==> src/rtl/if_fetch_queue_if.sv <==
// Fetch-queue bus: PC stream in, imem request/response, and {pc, inst} out to decode.
// The master side is the fetch queue itself; the slave side is the surrounding pipeline and memory.
interface if_fetch_queue_if;
    logic [31:0] pc_in;
    logic        pc_valid;
    logic        pc_ready;
    logic        imem_req_valid;
    logic        imem_req_ready;
    logic [31:0] imem_addr;
    logic        imem_rsp_valid;
    logic [31:0] imem_rsp_data;
    logic        flush;
    logic        id_valid;
    logic        id_ready;
    logic [31:0] id_pc;
    logic [31:0] id_inst;

    modport master (
        input  pc_in, pc_valid, imem_req_ready, imem_rsp_valid, imem_rsp_data, flush, id_ready,
        output pc_ready, imem_req_valid, imem_addr, id_valid, id_pc, id_inst
    );

    modport slave (
        output pc_in, pc_valid, imem_req_ready, imem_rsp_valid, imem_rsp_data, flush, id_ready,
        input  pc_ready, imem_req_valid, imem_addr, id_valid, id_pc, id_inst
    );
endinterface

==> src/rtl/if_fetch_queue.sv <==
// Fetch queue: issues PCs to imem, pairs in-order responses with PCs; id_valid the cycle after a response.
// Backpressure: at most DEPTH fetches in flight+buffered; flush discards all and drains late responses.
module if_fetch_queue #(
    parameter int DEPTH = 4,
    parameter int AW    = 2
) (
    input  logic            clk,
    input  logic            rst_n,
    if_fetch_queue_if.master bus
);
    typedef enum logic {RUN, DRAIN} state_t;

    localparam logic [AW:0] FULL = (AW+1)'(DEPTH);

    state_t        state, state_nxt;
    logic          live;
    logic [31:0]   pc_q   [DEPTH];
    logic [31:0]   inst_q [DEPTH];
    logic [AW-1:0] pc_wr, inst_wr, rd_ptr;
    logic [AW:0]   occ, icnt, drop_cnt, drop_nxt, outstanding;
    logic          credit, issue, rsp_keep, pop;

    assign outstanding = occ - icnt;

    // live holds issue off while reset is asserted and until the first edge after release
    assign credit   = live && (occ != FULL) && (state == RUN) && !bus.flush;
    assign issue    = bus.pc_valid && credit && bus.imem_req_ready;
    assign rsp_keep = (state == RUN) && bus.imem_rsp_valid && (outstanding != '0) && !bus.flush;
    assign pop      = bus.id_valid && bus.id_ready;

    assign bus.imem_req_valid = bus.pc_valid && credit;
    assign bus.pc_ready       = issue;
    assign bus.imem_addr      = bus.pc_in;
    assign bus.id_valid       = (icnt != '0) && !bus.flush;
    assign bus.id_pc          = pc_q[rd_ptr];
    assign bus.id_inst        = inst_q[rd_ptr];

    always_comb begin
        state_nxt = state;
        drop_nxt  = drop_cnt;
        if (bus.flush) begin
            if (state == RUN) begin
                // a response landing on the flush edge is already accounted for
                drop_nxt = outstanding - (AW+1)'(bus.imem_rsp_valid && (outstanding != '0));
            end else if (bus.imem_rsp_valid && (drop_cnt != '0)) begin
                drop_nxt = drop_cnt - 1'b1;
            end
            state_nxt = (drop_nxt != '0) ? DRAIN : RUN;
        end else if (state == DRAIN) begin
            if (bus.imem_rsp_valid && (drop_cnt != '0)) begin
                drop_nxt = drop_cnt - 1'b1;
            end
            if (drop_nxt == '0) begin
                state_nxt = RUN;
            end
        end
    end

    always_ff @(posedge clk or negedge rst_n) begin
        if (!rst_n) begin
            state    <= RUN;
            drop_cnt <= '0;
            live     <= 1'b0;
        end else begin
            state    <= state_nxt;
            drop_cnt <= drop_nxt;
            live     <= 1'b1;
        end
    end

    always_ff @(posedge clk or negedge rst_n) begin
        if (!rst_n) begin
            pc_wr   <= '0;
            inst_wr <= '0;
            rd_ptr  <= '0;
            occ     <= '0;
            icnt    <= '0;
            for (int i = 0; i < DEPTH; i++) begin
                pc_q[i]   <= '0;
                inst_q[i] <= '0;
            end
        end else if (bus.flush) begin
            pc_wr   <= '0;
            inst_wr <= '0;
            rd_ptr  <= '0;
            occ     <= '0;
            icnt    <= '0;
        end else begin
            if (issue) begin
                pc_q[pc_wr] <= bus.pc_in;
                pc_wr       <= pc_wr + 1'b1;
            end
            if (rsp_keep) begin
                inst_q[inst_wr] <= bus.imem_rsp_data;
                inst_wr         <= inst_wr + 1'b1;
            end
            if (pop) begin
                rd_ptr <= rd_ptr + 1'b1;
            end
            if (issue && !pop) begin
                occ <= occ + 1'b1;
            end else if (!issue && pop) begin
                occ <= occ - 1'b1;
            end
            if (rsp_keep && !pop) begin
                icnt <= icnt + 1'b1;
            end else if (!rsp_keep && pop) begin
                icnt <= icnt - 1'b1;
            end
        end
    end
endmodule

==> src/flat_wrapper.sv <==
// flat-port wrapper written by rule: the top's interface ports become plain ports
module if_fetch_queue_flat 
#(
    parameter int DEPTH = 4,
    parameter int AW    = 2
)
  (clk, rst_n, bus_pc_in, bus_pc_valid, bus_imem_req_ready, bus_imem_rsp_valid, bus_imem_rsp_data, bus_flush, bus_id_ready, bus_pc_ready, bus_imem_req_valid, bus_imem_addr, bus_id_valid, bus_id_pc, bus_id_inst);
  if_fetch_queue_if bus_i ();
  input  logic clk;
  input  logic rst_n;
  input wire logic [$bits(bus_i.pc_in)-1:0] bus_pc_in;
  input wire logic [$bits(bus_i.pc_valid)-1:0] bus_pc_valid;
  input wire logic [$bits(bus_i.imem_req_ready)-1:0] bus_imem_req_ready;
  input wire logic [$bits(bus_i.imem_rsp_valid)-1:0] bus_imem_rsp_valid;
  input wire logic [$bits(bus_i.imem_rsp_data)-1:0] bus_imem_rsp_data;
  input wire logic [$bits(bus_i.flush)-1:0] bus_flush;
  input wire logic [$bits(bus_i.id_ready)-1:0] bus_id_ready;
  output wire logic [$bits(bus_i.pc_ready)-1:0] bus_pc_ready;
  output wire logic [$bits(bus_i.imem_req_valid)-1:0] bus_imem_req_valid;
  output wire logic [$bits(bus_i.imem_addr)-1:0] bus_imem_addr;
  output wire logic [$bits(bus_i.id_valid)-1:0] bus_id_valid;
  output wire logic [$bits(bus_i.id_pc)-1:0] bus_id_pc;
  output wire logic [$bits(bus_i.id_inst)-1:0] bus_id_inst;
  assign bus_i.pc_in = bus_pc_in;
  assign bus_i.pc_valid = bus_pc_valid;
  assign bus_i.imem_req_ready = bus_imem_req_ready;
  assign bus_i.imem_rsp_valid = bus_imem_rsp_valid;
  assign bus_i.imem_rsp_data = bus_imem_rsp_data;
  assign bus_i.flush = bus_flush;
  assign bus_i.id_ready = bus_id_ready;
  assign bus_pc_ready = bus_i.pc_ready;
  assign bus_imem_req_valid = bus_i.imem_req_valid;
  assign bus_imem_addr = bus_i.imem_addr;
  assign bus_id_valid = bus_i.id_valid;
  assign bus_id_pc = bus_i.id_pc;
  assign bus_id_inst = bus_i.id_inst;
  if_fetch_queue #(.DEPTH(DEPTH), .AW(AW)) u_core (.clk(clk), .rst_n(rst_n), .bus(bus_i));
endmodule
==> config.mk <==
export PLATFORM = sky130hd
export DESIGN_NAME = if_fetch_queue_flat
export DESIGN_NICKNAME = d
export VERILOG_FILES = /design/src/rtl/if_fetch_queue_if.sv /design/src/rtl/if_fetch_queue.sv /design/src/flat_wrapper.sv
export SDC_FILE = /design/constraint.sdc
export NUM_CORES = 1
export LEC_CHECK = 0
export CORE_ASPECT_RATIO = 0.6
export CORE_MARGIN = 1
export CORE_UTILIZATION = 45
export CTS_CLUSTER_SIZE = 24
export DETAILED_ROUTE_END_ITERATION = 10
export PLACE_DENSITY = 0.78
export SLEW_MARGIN = 10
export SYNTH_ARGS = -nofsm -noshare
export SYNTH_HDL_FRONTEND = slang
export SYNTH_SLANG_ARGS = --single-unit
==> constraint.sdc <==
create_clock -name clk -period 3.6 [get_ports clk]
set_clock_uncertainty 0.1 [all_clocks]
set_input_delay 0.72 -clock clk [delete_from_list [all_inputs] [get_ports clk]]
set_output_delay 0.72 -clock clk [all_outputs]
set_load 0.05 [all_outputs]
=== Word level (Yosys, flattened, before mapping) ===
Index checks and enable logic that the tools add are counted.

* Bits in registers: 273
* Input bits: 71
* Output and inout port bits: 99
* Word-level logic and storage cells: 107

* Add/sub/neg operators: 10
* Magnitude comparators: 5
* Equality and inequality tests: 1
* Muxes and demuxes: 35
* Bitwise operators: 5
* Reductions and logical operators: 35

{| class="wikitable"
|+ Operators by type and width
! cell !! count
|-
| $bwmux W128 || 2
|-
| $mux W32 || 6
|-
| $bmux W32 S2 || 2
|-
| $demux W32 S2 || 2
|-
| $mux W3 || 13
|-
| $logic_and A1 B1 Y1 || 18
|-
| $reduce_bool A3 Y1 || 6
|-
| $mux W2 || 6
|-
| $ge A3 B3 Y1 const B || 3
|-
| $not A2 Y3 || 3
|-
| $sub A3 B1 Y3 const B || 3
|-
| $reduce_bool A2 Y1 || 4
|-
| $add A2 B1 Y2 const B || 3
|-
| $add A3 B1 Y3 const B || 2
|-
| $lt A3 B1 Y1 const B || 2
|-
| $logic_not A1 Y1 || 4
|-
| $mux W1 || 4
|-
| $reduce_and A2 Y1 || 2
|-
| $logic_not A3 Y1 || 1
|-
| $ne A3 B3 Y1 const B || 1
|-
| $sub A3 B1 Y3 || 1
|-
| $sub A3 B3 Y3 || 1
|-
| $not A1 Y1 || 2
|}

=== Longest topological paths before layout ===
* Word-level depth: 11
* Gate-level depth with buffers: 10
* Mapped depth without buffers: 10

=== Worst setup path after synthesis ===
No wires, ideal clock.

* Path kind: input-to-output
* Start point: input port bus_flush
* End point: output port bus_imem_req_valid
* Arrival time: 2661 ps
* Setup slack: 119 ps
* Stages on the path: 3
* Path through: clkbuf_1 clkbuf_1 nor4_1

* Cells in the longest elaborated chain, start to end: 3

{| class="wikitable"
|+ RTL lines
! element !! RTL line !! source
|-
| start: declaration || flat_wrapper.sv:16 || <nowiki>input wire logic [$bits(bus_i.flush)-1:0] bus_flush;</nowiki>
|-
| $logic_not A1 Y1 || if_fetch_queue.sv:26 || <nowiki>assign credit = live && (occ != FULL) && (state == RUN) && !bus.flush;</nowiki>
|-
| $logic_and A1 B1 Y1 || if_fetch_queue.sv:26 ||
|-
| $logic_and A1 B1 Y1 || if_fetch_queue.sv:31 || <nowiki>assign bus.imem_req_valid = bus.pc_valid && credit;</nowiki>
|-
| end: declaration || flat_wrapper.sv:19 || <nowiki>output wire logic [$bits(bus_i.imem_req_valid)-1:0] bus_imem_req_valid;</nowiki>
|}

No other way between the ends.

=== Worst setup path in the final report ===
* Start point: register u_core.rd_ptr[1]
* End point: output port bus_id_pc[3]

* Cells in the longest elaborated chain, start to end: 4

{| class="wikitable"
|+ RTL lines
! element !! RTL line !! source
|-
| start: declaration || if_fetch_queue.sv:19 || <nowiki>logic [AW-1:0] pc_wr, inst_wr, rd_ptr;</nowiki>
|-
| start signal: assignment || if_fetch_queue.sv:98 || <nowiki>rd_ptr <= rd_ptr + 1'b1;</nowiki>
|-
| $not A2 Y3 (not written as such) || if_fetch_queue.sv:35 || <nowiki>assign bus.id_pc = pc_q[rd_ptr];</nowiki>
|-
| $bmux W32 S2 || if_fetch_queue.sv:35 ||
|-
| $mux W32 (not written as such) (2 in series) || if_fetch_queue.sv:35 ||
|-
| end: declaration || flat_wrapper.sv:22 || <nowiki>output wire logic [$bits(bus_i.id_pc)-1:0] bus_id_pc;</nowiki>
|}

No other way between the ends. The select of a mux whose other input is x is not followed.

==> metrics <==
first-pass GRT wire length=43.8 mm; post-place setup slack=0.511 ns; compound-gate portion of the synthesized area=0.972%; final core occ=55.6%; minimum clock period=3.45 ns; terminus of the critical flop-to-flop path=u_core.icnt[1]; Num CTS Buffers=27; DP HPWL=17.4 mm; TritonCTS clock tree=yes; final std cells w/o fill=1321; synthesized area=13100 um^2; Placed Cells=1273; Setup crit end=bus_id_pc[3]; Routed met3 length=1.09 mm; Initial Util=45.8%; total track usage=18.6%; Final ANT Viol Nets=0; largest net degree at the start of global routing=101; Routed WL=26.9 mm; final setup fails=0; Setup crit start=u_core.rd_ptr[1]; Mapped Nets=869; Setup Total Neg Slack=0 ns; Placer Congestion=0.793; DRT met1 WL=13.5 mm; hold buffers post-CTS=0; sequential fraction of the synthesis area=52.0%; total chip power=12.7 mW; drt drc=0; first-pass detailed-route iteration total=4; Arr. time, crit path=2.63 ns; Vias per Instance=5.37; fin nets=1015; initial antenna violation count=0; critical path startpoint category=flop; Area growth, synth to finish=21.6%; post-synthesis mux area share=37.2%; htree depth=1; relative slew slack=44.2%; Final WS setup=0.151 ns; metal2 WL=11.9 mm; Final Max Slew Viols=0; CTS sink cnt=273; # diodes=0; crit path kind=reg -> out; via count=7096; HP Class=in -> async; PwrDens=798 nW/um^2; total gr overflow=0; detailed-route wire length per cell=20.3 um; top sig layer=met4; die width=223 um; Max Clock Freq=0.290 GHz; Clock Pin Slew Worst Setup and Hold Paths=0.06 ns; Worst-Skew Late Latency=0.54 ns; Worst-Margin Slew=0.838 ns; required time of the critical path=2.78 ns; crit end category=output port; DR iter-0 viols=335; Reg2Reg Setup Slack=0.59 ns; syn avg cell area=16.8 um^2; CTS root buffer=clkbuf_16; Clock Path Buffers=3; I/O Buffers=169; Core Area=28700 um^2; Critical Path Fanout Max=22; synthesized instance count=782; share of cells above drive strength 1=39.2%; max_cap viols=0; P_leak=7.69 nW; vias in the first global route=7637; die area=29900 um^2; Peak VDD IR=359 uV; reg2reg path depth=8; Tcrit/Tclk final=95.8%; post-synthesis register bit count=273; num rows=48; largest family of logic cells by synthesized area=multiplexers; R2R Path Start=u_core.icnt[0]; final hold violation count=0; status=finished, final reports clean; Ports=170; Synth Area in Adders=1.70%; Synth cell types=48; die height=134 um; simple-gate share of the synthesized area=2.53%; XOR/XNOR share of the synthesized area=0.762%; Yosys warning total=0; RSZ-0062 raised after global routing=false
metrics by stage:
stage / hold WS (ns) / area, um^2
final: 0.0838 / 16000
after floorplan: 0.324 / 13100
after CTS: 0.122 / 16000
after global routing: 0.131 / 16000
after detailed placement: 0.380 / 15000
after global placement: 0.368 / 15000
area by class of cell:
| class | count | area [um^2] |
|---|---|---|
| fill | 2262 | 12700 |
| timing repair buffer | 192 | 2010 |
| clock buffer | 33 | 748 |
| inverter | 12 | 45.0 |
| clock inverter | 14 | 185 |
| multi-input combinational | 422 | 5680 |
| sequential | 273 | 6840 |
| tap | 375 | 469 |
power by group:
part / total [mW] / switching, mW / internal, mW / leakage, nW
Clock: 2.96 / 1.20 / 1.76 / 0.455
Sequential: 4.17 / 0.439 / 3.73 / 3.67
Combinational: 5.61 / 3.02 / 2.59 / 3.57
cell usage in the layout (no fill, tap or decap), types with 6 or more instances in the layout:
master / instances
dfrtp_1: 271
mux2_2: 101
mux2_4: 120
inv_1: 12
nand2_1: 7
mux4_2: 64
mux2i_1: 6
ha_1: 13
nor2_1: 15
buf_4: 14
buf_12: 12
clkbuf_16: 27
clkdlybuf4s50_1: 160
mux2_1: 40
cell families (layout without fill, tap and decap cells):
family	after synthesis	in the layout
mux	331	331
flops	273	273
buf+inv	87	251
simple gates	49	49
compound gates	17	17
fa+ha+maj	16	16
xor+xnor	8	8
other cells	1	1
per-layer routing:
metal / track usage, % / up-vias
met5: 0 / -
met2: 27.2 / 141
met4: 3.52 / 0
met1: 28.9 / 3784
met3: 3.64 / 28
li1: - / 3143
Yosys cell counts (all sizes together):
master | count | area [um^2]
and4bb | 1 | 12.5
nor2 | 16 | 76.3
conb | 1 | 3.75
buf | 67 | 551
nor3 | 3 | 15.0
mux2 | 261 | 3390
fa | 3 | 60.1
xor2 | 1 | 8.76
inv | 12 | 45.0
o31ai | 2 | 15.0
xnor3 | 1 | 22.5
nand2b | 1 | 6.26
nor4 | 1 | 6.26
o211ai | 1 | 7.51
xnor2 | 5 | 43.8
nor4bb | 1 | 10.0
o31a | 1 | 8.76
mux2i | 6 | 60.1
nand2 | 10 | 60.1
nor2b | 2 | 12.5
nor3b | 1 | 7.51
o311ai | 1 | 8.76
a21boi | 1 | 7.51
ha | 13 | 163
o21a | 2 | 22.5
o21ai | 5 | 28.8
and3 | 2 | 12.5
clkbuf | 8 | 30.0
or4 | 2 | 15.0
xor3 | 1 | 25.0
dfrtp | 273 | 6830
o2111ai | 1 | 8.76
mux4 | 64 | 1440
a21oi | 2 | 10.0
a311o | 1 | 10.0
nand3 | 6 | 80.1
or3 | 1 | 6.26
and2 | 2 | 12.5
how the worst min path moves through the flow:
stage | to | slack (ns) | cells past startpoint
2_1_floorplan | u_core.drop_cnt[0] | 0.32 | 0
3_3_place_gp | u_core.pc_q[22] | 0.37 | 1
3_5_place_dp | u_core.pc_q[52] | 0.38 | 1
4_1_cts | u_core.pc_q[73] | 0.12 | 1
5_1_grt | u_core.pc_q[76] | 0.13 | 1
6_report | u_core.pc_q[11] | 0.08 | 1
registers in the layout, summed over array words and instances (netlist names):
register	cells
u_core.occ	3
u_core.inst_q	128
u_core.state	1
u_core.pc_q	128
u_core.icnt	3
u_core.drop_cnt	3
u_core.live	1
u_core.rd_ptr	2
u_core.inst_wr	2
u_core.pc_wr	2
critical path, cell delays in order, from the launching register on:
cell	delay, ns
dfrtp_4	0.67
buf_4	0.34
mux4_2	0.35
clkdlybuf4s50_1	0.71
timing repair:
| item | 4_1_cts | 5_1_grt |
|---|---|---|
| setup buffers | 1 | 0 |
| endpoints found under the setup margin | 53 | 0 |
| resized for setup | 5 | 0 |
(Power assumes the default switching activity.)
